### src/rtl/mult_fu.sv
// mult_fu: pipelined RV32M multiplier functional unit (MUL/MULH/MULHSU/MULHU).
//
// Each operand is extended to 33 bits (sign or zero, depending on func) and then
// to 66 bits. The 66-bit product is accumulated over STAGES register stages.
// Each stage retires XLEN/STAGES multiplier bits by shift-add. The last stage is
// the output register that drives done/result/tag_out toward the CDB.
//
// Ports:
//   clock          rising-edge clock
//   reset          asynchronous active-low reset
//   squash         synchronous flush of every in-flight op, output included
//   start          issue valid (taken only when ready=1)
//   rs1, rs2       multiplicand, multiplier
//   func           00 MUL, 01 MULH, 10 MULHSU, 11 MULHU
//   tag_in         ROB tag of the issued op
//   ready          the unit can accept an issue this cycle
//   done           result/tag_out valid and waiting for ack
//   result         selected product half
//   tag_out        ROB tag of result
//   ack            CDB grant for the current result
//
// Handshake: an issue transfers at a rising edge where start=1, ready=1 and
// squash=0. A result transfers at a rising edge where done=1, ack=1 and
// squash=0. A stalled output (done=1, ack=0) freezes every stage, bubbles
// included. ready depends only on registered state and ack.
module mult_fu #(
  parameter int STAGES = 4,
  parameter int XLEN   = 32,
  parameter int TAG_W  = 5
) (
  input  logic             clock,
  input  logic             reset,
  input  logic             squash,
  input  logic             start,
  input  logic [XLEN-1:0]  rs1,
  input  logic [XLEN-1:0]  rs2,
  input  logic [1:0]       func,
  input  logic [TAG_W-1:0] tag_in,
  output logic             ready,
  output logic             done,
  output logic [XLEN-1:0]  result,
  output logic [TAG_W-1:0] tag_out,
  input  logic             ack
);

  localparam int PW = 2 * XLEN + 2;  // 33x33 product, mod 2^66
  localparam int CH = XLEN / STAGES; // multiplier bits retired per stage

  typedef struct packed {
    logic             valid;
    logic [TAG_W-1:0] tag;
    logic [1:0]       func;
    logic [PW-1:0]    mcand;   // extended multiplicand
    logic [XLEN-1:0]  mplier;  // multiplier bits not yet retired, LSB first
    logic [PW-1:0]    psum;    // partial product so far
  } stage_t;

  stage_t stg_q [STAGES];
  stage_t stg_d [STAGES];

  logic          adv;
  logic          rs1_signed;
  logic          rs2_signed;
  logic [PW-1:0] mcand0;
  logic [PW-1:0] mc_hi;
  logic [PW-1:0] corr;

  // Add one chunk of the multiplier times the multiplicand, weighted by its position.
  function automatic logic [PW-1:0] retire(input logic [PW-1:0] psum,
                                           input logic [PW-1:0] mcand,
                                           input logic [CH-1:0] chunk,
                                           input int            sh);
    logic [PW-1:0] part;
    part = mcand * PW'(chunk);
    return psum + (part << sh);
  endfunction

  assign rs1_signed = (func == 2'b01) || (func == 2'b10);
  assign rs2_signed = (func == 2'b01);
  assign mcand0     = {{(PW-XLEN){rs1_signed & rs1[XLEN-1]}}, rs1};
  assign mc_hi      = mcand0 << XLEN;
  // Only the low XLEN multiplier bits are retired through the stages. A
  // negative signed rs2 weighs -2^XLEN on its upper part. That weight is
  // preloaded into the partial sum as -(mcand << XLEN).
  assign corr       = (rs2_signed && rs2[XLEN-1]) ? (PW'(0) - mc_hi) : '0;

  assign done    = stg_q[STAGES-1].valid;
  assign adv     = !done || ack;
  assign ready   = adv;
  assign tag_out = stg_q[STAGES-1].tag;
  assign result  = (stg_q[STAGES-1].func == 2'b00) ? stg_q[STAGES-1].psum[XLEN-1:0]
                                                   : stg_q[STAGES-1].psum[2*XLEN-1:XLEN];

  always_comb begin
    for (int s = 0; s < STAGES; s++) begin
      stg_d[s] = stg_q[s];
    end
    if (adv) begin
      // Stage 0 captures the issue (or a bubble) and retires chunk 0 at once.
      stg_d[0].valid  = start;
      stg_d[0].tag    = tag_in;
      stg_d[0].func   = func;
      stg_d[0].mcand  = mcand0;
      stg_d[0].mplier = rs2 >> CH;
      stg_d[0].psum   = retire(corr, mcand0, rs2[CH-1:0], 0);
      for (int s = 1; s < STAGES; s++) begin
        stg_d[s]        = stg_q[s-1];
        stg_d[s].mplier = stg_q[s-1].mplier >> CH;
        stg_d[s].psum   = retire(stg_q[s-1].psum, stg_q[s-1].mcand,
                                 stg_q[s-1].mplier[CH-1:0], s * CH);
      end
    end
    if (squash) begin
      for (int s = 0; s < STAGES; s++) begin
        stg_d[s].valid = 1'b0;
      end
    end
  end

  always_ff @(posedge clock or negedge reset) begin
    if (!reset) begin
      for (int s = 0; s < STAGES; s++) begin
        stg_q[s] <= '0;
      end
    end else begin
      for (int s = 0; s < STAGES; s++) begin
        stg_q[s] <= stg_d[s];
      end
    end
  end

endmodule
### config.mk
export PLATFORM = sky130hd
export DESIGN_NAME = mult_fu
export DESIGN_NICKNAME = d
export VERILOG_FILES = /design/src/rtl/mult_fu.sv
export SDC_FILE = /design/constraint.sdc
export NUM_CORES = 2
export LEC_CHECK = 0
export BUFFER_PORTS_ARGS = -buffer_cell sky130_fd_sc_hd__buf_2
export CAP_MARGIN = 5
export CORE_ASPECT_RATIO = 0.8
export CORE_MARGIN = 3
export CORE_UTILIZATION = 45
export DETAILED_ROUTE_END_ITERATION = 16
export GPL_ROUTABILITY_DRIVEN = 1
export PLACE_DENSITY_LB_ADDON = 0.1
export REMOVE_ABC_BUFFERS = 1
export SYNTH_ARGS = -nofsm -noshare
export SYNTH_HDL_FRONTEND = slang
export SYNTH_SLANG_ARGS = --single-unit
### constraint.sdc
create_clock -name clock -period 10.9 [get_ports clock]
set_input_delay 1.09 -clock clock [delete_from_list [all_inputs] [get_ports clock]]
set_output_delay 1.09 -clock clock [all_outputs]
set_load 0.005 [all_outputs]
==> impl_metrics.py <==
metrics = {
    "run_status": {
        "status": "completed",
    },
    "cells_and_area": {
        "area_growth_pct": 6.41,
        "fill_cells": 13200,
        "drive_gt1_share_pct": 4.77,
        "multi_input_area_mm2": 0.0454,
        "register_area_mm2": 0.0109,
        "finalNetCount": 8435,
    },
    "place": {
        "gp_congestion": 0.906,
        "port-buffer-count": 114,
        "dp_hpwl_um": 138000,
    },
    "clocking": {
        "cts.sinks": 435,
        "path_clk_slew_ns": 0.08,
        "cts_max_level": 2,
        "root_buffer": "clkbuf_16",
        "cts.hold.buffers_added": 0,
        "cts_setup_buffers": 0,
        "clock_path_buffers": 3,
        "cts_tree": "done",
        "worstSkewPairLatency_ns": 0.70,
        "cts_buffers": 54,
        "post_cts_resized": 0,
    },
    "routing": {
        "vias": 47900,
        "drt-vias-per-instance": 5.38,
        "drc": 0,
        "wl_um": 173000,
        "drt_iter0_drc": 3481,
        "routedWlPerCell_um": 19.5,
        "drt-pass1-iter-count": 5,
        "postRouteAntennaNets": 0,
    },
    "hold_path": {
        "hold_path_class": "reg -> reg",
    },
    "logic_synthesis": {
        "netlist_top_cells_count": "nand2_1, inv_1, fa_1",
        "synth_flop_cell": "dfrtp_1",
        "netlist_instances": 7197,
        "synth_top_area_share_pct": 27.0,
        "yosys.cell_count.top_type": "nand2_1",
        "synth_top_area_cell": "fa_1",
        "synthTopCellsByArea": "fa_1, dfrtp_1, ha_1, nand2_1, and2_1",
        "ys_seq_area_share_pct": 17.8,
        "async_flop_share_pct": 100,
        "synthesis.area_mm2": 0.0612,
        "synth_cell_types": 88,
        "synth_warnings": 0,
        "synth_edf_count": 0,
        "synth-seq-cells": 435,
        "avgSynthCellArea_um2": 8.50,
    },
    "grt": {
        "antenna_found_initial": 7,
        "grt_pass1_wl_um": 278000,
        "grt_start_max_net_pins": 167,
        "globalRouteTotalUtil_pct": 25.1,
        "overflow": 0,
        "grt_pass1_vias": 48100,
    },
    "sta": {
        "rsz0062_at_grt": "no",
        "relSlewSlack_pct": 23.8,
        "slew_violations": 0,
        "max_freq_mhz": 108,
        "skew_ns": 0.0745,
        "min_period_over_period_pct": 84.6,
        "setup_violations": 0,
        "fin_crit_ns": 9.22,
        "worst-slew-pin-transition_ns": 1.13,
        "setup_tns_ns": 0,
        "hold_viol_final": 0,
    },
    "die": {
        "rows": 120,
        "core_area_mm2": 0.134,
        "die_h_um": 336,
        "ios": 115,
        "die_area_mm2": 0.141,
        "initial_core_util_pct": 45.5,
        "die_w_um": 418,
    },
    "setup_path": {
        "critPathMostFrequentCell": "fa_1",
        "critical-path-slowest-cell": "dfrtp_1",
        "cp.required_ns": 11.42,
        "crit_buf_inv": 4,
        "crit_arrival_ns": 9.74,
        "crit_type": "reg -> reg",
        "path_max_fanout": 26,
        "start_kind": "flip-flop",
        "critPathCaptureType": "flip-flop",
        "critPathTopFamily": "compound AO/OA/AOI/OAI gates",
        "r2r_slack_ns": 1.68,
        "slowest_delay_ns": 1.06,
    },
    "job": {
        "maxCapViolCount": 0,
    },
}
-- placed cells by master (no fill, tap or decap), types with 44 or more instances in the layout --
cell and count:
clkbuf_16 54, nor2_1 313, inv_1 940, xor2_1 131, fa_1 824, nand2_1 1324, a21oi_1 385, and2_1 733
o21bai_1 54, dfrtp_1 432, ha_1 453, nand4_1 48, xnor2_1 183, o21a_1 44, o21ai_0 222, buf_2 113
a21o_1 174, buf_4 52, nand3_1 57
-- layout make-up --
class                      count  share of cell area, %
multi-input combinational   5481                   69.7
sequential                   435                   16.7
inverter                     941                   5.43
tap                         1769                   3.40
clock buffer                  71                   2.37
timing repair buffer         169                   1.58
clock inverter                31                  0.738
antenna                        3                 0.0115
-- flip-flops by register name (all words and copies together), names as in the netlist --
register and cells:
tag_out 5, done 1, stg_q 429
-- per-stage QoR --
| stage | setup slack, ns | util (%) | area [um2] | hold WS [ns] | cells |
|---|---|---|---|---|---|
| 3_3_place_gp | 1.48 | 47.0 | 63100 | 0.444 | 8795 |
| 3_5_place_dp | 1.38 | 47.0 | 63100 | 0.452 | 8795 |
| 2_1_floorplan | -31.08 | - | 59800 | 0.433 | 6857 |
| 4_1_cts | 1.84 | 48.5 | 65100 | 0.467 | 8897 |
| 6_report | 1.68 | 48.5 | 65100 | 0.460 | 8900 |
| 5_1_grt | 1.18 | 48.5 | 65100 | 0.482 | 8897 |
-- kinds of logic (layout without fill, tap and decap cells) --
family          after synthesis  count (layout)  synth area share [%]
compound gates             1140            1140                  11.7
xor+xnor                    316             316                  4.54
fa+ha+maj                  1277            1277                  36.2
buf+inv                    1281            1212                  8.03
flops                       435             435                  17.8
mux                          38              38                 0.689
other cells                   0               3                     0
simple gates               2710            2710                  21.0
-- worst register-to-register path, delay by kind of cell, from the launching register on --
| family | cells | cell delay (ns) |
|---|---|---|
| compound gates | 11 | 3.19 |
| fa+ha+maj | 6 | 2.62 |
| simple gates | 7 | 1.30 |
| flops | 1 | 1.06 |
| buf+inv | 4 | 0.67 |
| xor+xnor | 2 | 0.25 |
-- path summary, 6_finish.rpt --
path | startpoint | endpoint | depth (start not counted)
hold reg to reg | tag_out[2]$_DFFE_PN0N_ | tag_out[2]$_DFFE_PN0N_ | 2
setup reg to reg | stg_q[587]$_DFFE_PN0N_ | stg_q[405]$_DFFE_PN0N_ | 30
setup / recovery | stg_q[587]$_DFFE_PN0N_ | stg_q[405]$_DFFE_PN0N_ | 30
min in group asynchronous | reset | stg_q[596]$_DFFE_PN0N_ | 1
hold / removal | tag_out[2]$_DFFE_PN0N_ | tag_out[2]$_DFFE_PN0N_ | 2
max in group asynchronous | reset | stg_q[546]$_DFFE_PN0N_ | 2
-- routing by layer --
| metal | global-route usage [%] | part of all wire [%] | vias to the layer above |
|---|---|---|---|
| met1 | 37.6 | 49 | 24000 |
| met5 | 0 | 0.016 | - |
| li1 | - | - | 22700 |
| met3 | 4.33 | 6.4 | 146 |
| met4 | 4.70 | 1.8 | 4 |
| met2 | 38.3 | 43 | 1069 |
Power is left out: the tool's default activity adds up to more than one toggle a clock period on the data nets, which glitch-free logic cannot reach.
